## src/rtl/aes_pkg.sv

```systemverilog
// -----------------------------------------------------------------------------
// aes_pkg
// Shared AES GF(2^8) helpers for the MixColumns datapath.
//   AES_POLY : reduction constant for x^8+x^4+x^3+x+1
//   col_t    : one 32-bit state column, row 0 in the MSB byte
//   xtime    : multiply a byte by x (02) in GF(2^8)
//   gf_mul   : multiply a byte by one of the MixColumns constants
// -----------------------------------------------------------------------------
package aes_pkg;

  localparam logic [7:0] AES_POLY = 8'h1B;

  typedef logic [31:0] col_t;

  // Multiply by x, folding the carried-out bit back in through the polynomial.
  function automatic logic [7:0] xtime(input logic [7:0] a);
    return {a[6:0], 1'b0} ^ (a[7] ? AES_POLY : 8'h00);
  endfunction

  // Constant multiply built from an xtime chain: a*2, a*4, a*8 then XOR terms.
  // Only the constants MixColumns/InvMixColumns use are supported; any other
  // constant returns zero.
  function automatic logic [7:0] gf_mul(input logic [7:0] a, input logic [7:0] k);
    logic [7:0] x2;
    logic [7:0] x4;
    logic [7:0] x8;
    logic [7:0] r;
    x2 = xtime(a);
    x4 = xtime(x2);
    x8 = xtime(x4);
    case (k)
      8'h01:   r = a;
      8'h02:   r = x2;
      8'h03:   r = x2 ^ a;
      8'h09:   r = x8 ^ a;
      8'h0B:   r = x8 ^ x2 ^ a;
      8'h0D:   r = x8 ^ x4 ^ a;
      8'h0E:   r = x8 ^ x4 ^ x2;
      default: r = 8'h00;
    endcase
    return r;
  endfunction

endpackage

```

## src/rtl/mix_single_column.sv

```systemverilog
// -----------------------------------------------------------------------------
// mix_single_column
// Combinational MixColumns / InvMixColumns on one 32-bit column.
//   col_in  : input column, a0 in bits [31:24]
//   inv     : 0 = forward MixColumns, 1 = InvMixColumns
//   col_out : transformed column, r0 in bits [31:24]
// -----------------------------------------------------------------------------
module mix_single_column
  import aes_pkg::*;
(
  input  col_t col_in,
  input  logic inv,
  output col_t col_out
);

  logic [7:0] a0_s;
  logic [7:0] a1_s;
  logic [7:0] a2_s;
  logic [7:0] a3_s;

  assign a0_s = col_in[31:24];
  assign a1_s = col_in[23:16];
  assign a2_s = col_in[15:8];
  assign a3_s = col_in[7:0];

  // Circulant matrix multiply; each output row uses the coefficient row
  // rotated right by its row index.
  always_comb begin
    col_out = 32'h0000_0000;
    if (inv) begin
      col_out[31:24] = gf_mul(a0_s, 8'h0E) ^ gf_mul(a1_s, 8'h0B) ^ gf_mul(a2_s, 8'h0D) ^ gf_mul(a3_s, 8'h09);
      col_out[23:16] = gf_mul(a0_s, 8'h09) ^ gf_mul(a1_s, 8'h0E) ^ gf_mul(a2_s, 8'h0B) ^ gf_mul(a3_s, 8'h0D);
      col_out[15:8]  = gf_mul(a0_s, 8'h0D) ^ gf_mul(a1_s, 8'h09) ^ gf_mul(a2_s, 8'h0E) ^ gf_mul(a3_s, 8'h0B);
      col_out[7:0]   = gf_mul(a0_s, 8'h0B) ^ gf_mul(a1_s, 8'h0D) ^ gf_mul(a2_s, 8'h09) ^ gf_mul(a3_s, 8'h0E);
    end else begin
      col_out[31:24] = gf_mul(a0_s, 8'h02) ^ gf_mul(a1_s, 8'h03) ^ a2_s ^ a3_s;
      col_out[23:16] = a0_s ^ gf_mul(a1_s, 8'h02) ^ gf_mul(a2_s, 8'h03) ^ a3_s;
      col_out[15:8]  = a0_s ^ a1_s ^ gf_mul(a2_s, 8'h02) ^ gf_mul(a3_s, 8'h03);
      col_out[7:0]   = gf_mul(a0_s, 8'h03) ^ a1_s ^ a2_s ^ gf_mul(a3_s, 8'h02);
    end
  end

endmodule

```

## src/rtl/mix_column.sv

```systemverilog
// -----------------------------------------------------------------------------
// mix_column
// Registered MixColumns / InvMixColumns over a full 128-bit AES state,
// one state per cycle, one cycle of latency.
//   clk       : rising-edge clock
//   rst_n     : synchronous active-low reset
//   in_valid  : in_data / in_inv valid this cycle
//   in_inv    : 0 = MixColumns, 1 = InvMixColumns (per transfer)
//   in_data   : input state, column 0 at bits [127:96]
//   out_valid : out_data carries a fresh result
//   out_data  : transformed state (held across idle cycles)
// -----------------------------------------------------------------------------
module mix_column
  import aes_pkg::*;
(
  input  logic         clk,
  input  logic         rst_n,
  input  logic         in_valid,
  input  logic         in_inv,
  input  logic [127:0] in_data,
  output logic         out_valid,
  output logic [127:0] out_data
);

  logic [127:0] mixed_s;
  logic         out_valid_r;
  logic [127:0] out_data_r;

  // Four independent column mixers; no byte crosses a column boundary.
  for (genvar c = 0; c < 4; c++) begin : g_col
    mix_single_column u_col (
      .col_in  (in_data[127-32*c -: 32]),
      .inv     (in_inv),
      .col_out (mixed_s[127-32*c -: 32])
    );
  end

  // Output register: reset wins; idle cycles drop valid but keep the data.
  always_ff @(posedge clk) begin
    if (!rst_n) begin
      out_valid_r <= 1'b0;
      out_data_r  <= 128'h0;
    end else if (in_valid) begin
      out_valid_r <= 1'b1;
      out_data_r  <= mixed_s;
    end else begin
      out_valid_r <= 1'b0;
    end
  end

  assign out_valid = out_valid_r;
  assign out_data  = out_data_r;

endmodule

```

## config.mk

```make
export PLATFORM = sky130hd
export DESIGN_NAME = mix_column
export DESIGN_NICKNAME = d
export VERILOG_FILES = /design/src/rtl/aes_pkg.sv /design/src/rtl/mix_single_column.sv /design/src/rtl/mix_column.sv
export SDC_FILE = /design/constraint.sdc
export NUM_CORES = 1
export LEC_CHECK = 0
export CELL_PAD_IN_SITES_DETAIL_PLACEMENT = 0
export CELL_PAD_IN_SITES_GLOBAL_PLACEMENT = 1
export CORE_MARGIN = 2
export CORE_UTILIZATION = 44
export DETAILED_ROUTE_END_ITERATION = 8
export PLACE_DENSITY_LB_ADDON = 0.25
export SLEW_MARGIN = 10
export SYNTH_ARGS = -nofsm -noshare
export SYNTH_HDL_FRONTEND = slang
export SYNTH_SLANG_ARGS = --single-unit
```

## constraint.sdc

```tcl
create_clock -name clk -period 7.6 [get_ports clk]
set_input_delay 1.14 -clock clk [delete_from_list [all_inputs] [get_ports clk]]
set_output_delay 1.14 -clock clk [all_outputs]
set_load 0.02 [all_outputs]
```

==> results by group <==
Synthesis
  – Post-synthesis adder-cell area fraction: 0%
  – Yosys top cell by area: xnor2_1
  – Mean area per synthesized cell: 9.583 um^2
  – Post-synthesis cell count: 1411
  – Register area share after synthesis: 19.10%
  – Ys flop type: dfxtp_1
  – Post-synthesis register bit count: 129
  – Main combinational cell family by area after synthesis: XOR/XNOR gates
  – Post-synth EDFFs: 0
  – Top cells by count, synth: xnor2_1, dfxtp_1, xor2_1, clkbuf_1, nor2_1
  – Synth cell types: 39
  – Xor-xnor portion of the synthesized cell area: 62.13%
  – Compound-Gate Fraction of Synth Area: 9.068%
  – Synth warn: 0
  – Mapped cell area: 0.01352 mm^2
  – Post-synthesis mux area share: 1.184%
  – Post-Synth Simple-Gate Area: 4.571%
  – Count leader, synth: xnor2_1
  – Top cells by area, synth: xnor2_1, dfxtp_1, xnor3_1, xor2_1, xor3_1
  – Async SR Flop Fraction: 0%
  – Synth top area share: 35.63%
  – Syn Nets: 1543

STA
  – Least-Margin Pin Slew: 1.016 ns
  – Final Hold Fails: 0
  – Pins over their slew limit: 0
  – Hold Slack: 0.4690 ns
  – Max_slew headroom: 32.17%
  – Clk_skew: 0 ns
  – RSZ-0062 raised after global routing: no
  – Setup WS post-layout: 3.960 ns
  – Post-layout min period: 3.640 ns
  – Max Freq: 0.2747 GHz
  – Setup TNS: 0 ns
  – Final Cycle Share: 47.90%
  – Setup violations, final: 0

Layout
  – Ant. Diodes: 0
  – Layout cells sized above 1: 3.224%
  – NumNets Final: 1701
  – Synth-to-layout area growth: 23.67%

Power and ir drop
  – Pint: 2551 uW
  – Sw power: 1621 uW
  – Sequential share of power: 21.0%
  – Power per cell area: 249.5 mW/mm^2
  – Lkg Pwr: 0.006370 uW
  – Gate power share: 58.8%
  – Clk network pwr share: 20.2%
  – Switching Share: 38.85%
  – Peak supply drop: 0.0001622 V

Detailed routing
  – First drt pass iteration count: 5
  – Routed WL: 38.95 mm
  – WL/cell: 19.69 um
  – Antenna Violating Nets Remaining: 0
  – Via-to-Cell Ratio: 5.061
  – 1st-iter DRT viols: 593
  – Via count: 10.01k
  – DRC: 0

Global routing
  – Largest net degree at the start of global routing: 126
  – Tot GR Track Use: 24.25%
  – Vias in the first global route: 9948
  – Global-route met3 utilization: 3.456%
  – GR Util met2: 39.67%
  – First-pass GRT wire length: 58.86 mm
  – GRT overflow: 0
  – Most utilized layer in the global route result: met2
  – Met1 GRT Util: 33.76%
  – Antenna violations before repair: 0

Die
  – Starting Density: 44.44%
  – Row count: 64
  – Vert. Die Dim: 179.3 um
  – Floorplan Core Area: 0.03043 mm^2
  – Ports: 261
  – Die X-Extent: 179.3 um
  – Die area: 0.03215 mm^2

Placement
  – Gpl congestion: 0.8703
  – Hpwl dp: 29.36 mm
  – Setup WS pre-CTS: 3.527 ns
  – IO Port Bufs: 260

Setup path
  – WP data arrival: 4.00 ns
  – Endpoint type of the worst setup path: flip-flop
  – Required @ worst endpoint: 7.96 ns
  – Worst reg2reg setup slack: 6.81 ns
  – Critical path startpoint category: input pin
  – Crit path from: in_data[15]
  – Crit-path max FO: 9
  – Setup Crit Path Kind: input pin to flip-flop
  – Reg2Reg Launch Point: out_data[119]$_SDFFE_PN0P_

Clock network
  – CTS tree: built
  – Post-CTS setup buffer count: 0
  – CTS clk-pin slew, worst paths: 0.06 ns
  – Num Clock Sinks: 129
  – Insertion delay to the later sink of the worst-skew pair: 0.42 ns
  – Cts bufs inserted: 17
  – CTS Buffer Depth: 2
  – CTS resizes: 0
  – H-tree depth: 4
  – Clock tree root driver cell: clkbuf_16
  – Hold Buf Count CTS: 0

Hold path
  – Hold Path Origin: out_data[53]$_SDFFE_PN0P_
  – HP Class: flip-flop to flip-flop

Run
  – MaxCap Viol Count: 0

Outcome
  – Status: completed
==> registers in the layout (all words and copies together), names as in the netlist <==
register   count
out_data     128
out_valid      1
==> kinds of logic after synthesis <==
logic type	after synthesis
compound gates	191
xor+xnor	787
buf+inv	132
flops	129
mux	16
simple gates	156
==> final timing paths <==
| kind | cells past startpoint | end |
|---|---|---|
| setup / recovery | 7 | out_data[30]$_SDFFE_PN0P_ |
| hold / removal | 2 | out_data[53]$_SDFFE_PN0P_ |
| setup reg to reg | 2 | out_data[119]$_SDFFE_PN0P_ |
| hold reg to reg | 2 | out_data[53]$_SDFFE_PN0P_ |
==> stage by stage <==
step	utilization [%]	instances	instance area, um^2	power (uW)
2_1_floorplan	-	1411	13520	2687
3_3_place_gp	53.03	1946	16140	3336
3_5_place_dp	53.03	1946	16140	3340
4_1_cts	54.95	1978	16720	4207
5_1_grt	54.95	1978	16720	4422
6_report	54.95	1978	16720	4171
==> cell usage in the layout (no fill, tap or decap), types with 12 or more instances in the layout <==
| master | count |
|---|---|
| xnor2_1 | 550 |
| a211oi_1 | 62 |
| nand2_1 | 47 |
| clkbuf_16 | 17 |
| xor3_1 | 24 |
| mux2i_1 | 16 |
| dfxtp_1 | 129 |
| o21ai_0 | 51 |
| nor2_1 | 91 |
| clkdlybuf4s50_1 | 257 |
| xnor3_1 | 79 |
| a21oi_1 | 41 |
| o221ai_1 | 12 |
| xor2_1 | 127 |
==> power by group through the flow <==
stage	sequential [uW]	combinational (uW)	clock, uW
6_report	875	2450	843
5_1_grt	888	2650	886
4_1_cts	876	2470	860
3_5_place_dp	889	2450	0
3_3_place_gp	888	2450	0
2_1_floorplan	1020	1670	0
==> final cells by class <==
cell class / instances / area [um^2]
Clock buffer: 18 / 439.2
Tap cell: 396 / 495.5
Fill cell: 2786 / 13710
Inverter: 7 / 26.28
Sequential cell: 129 / 2582
Timing Repair Buffer: 264 / 2626
Clock inverter: 14 / 145.1
Multi-Input combinational cell: 1150 / 10410
==> metal layers <==
metal,vias up,share of wire (%)
met3,35,5.0
met4,0,1.4
met5,-,0
met2,275,46
li1,4916,-
met1,4785,47
==> worst max-delay path, cell delays in order <==
cell and delay, ns:
clkdlybuf4s50_1 0.86, xor3_1 0.50, xnor2_2 0.30, xnor3_1 0.48, and2_1 0.21, xor3_1 0.35, a21oi_1 0.16
Power figures use the tool's default switching activity.
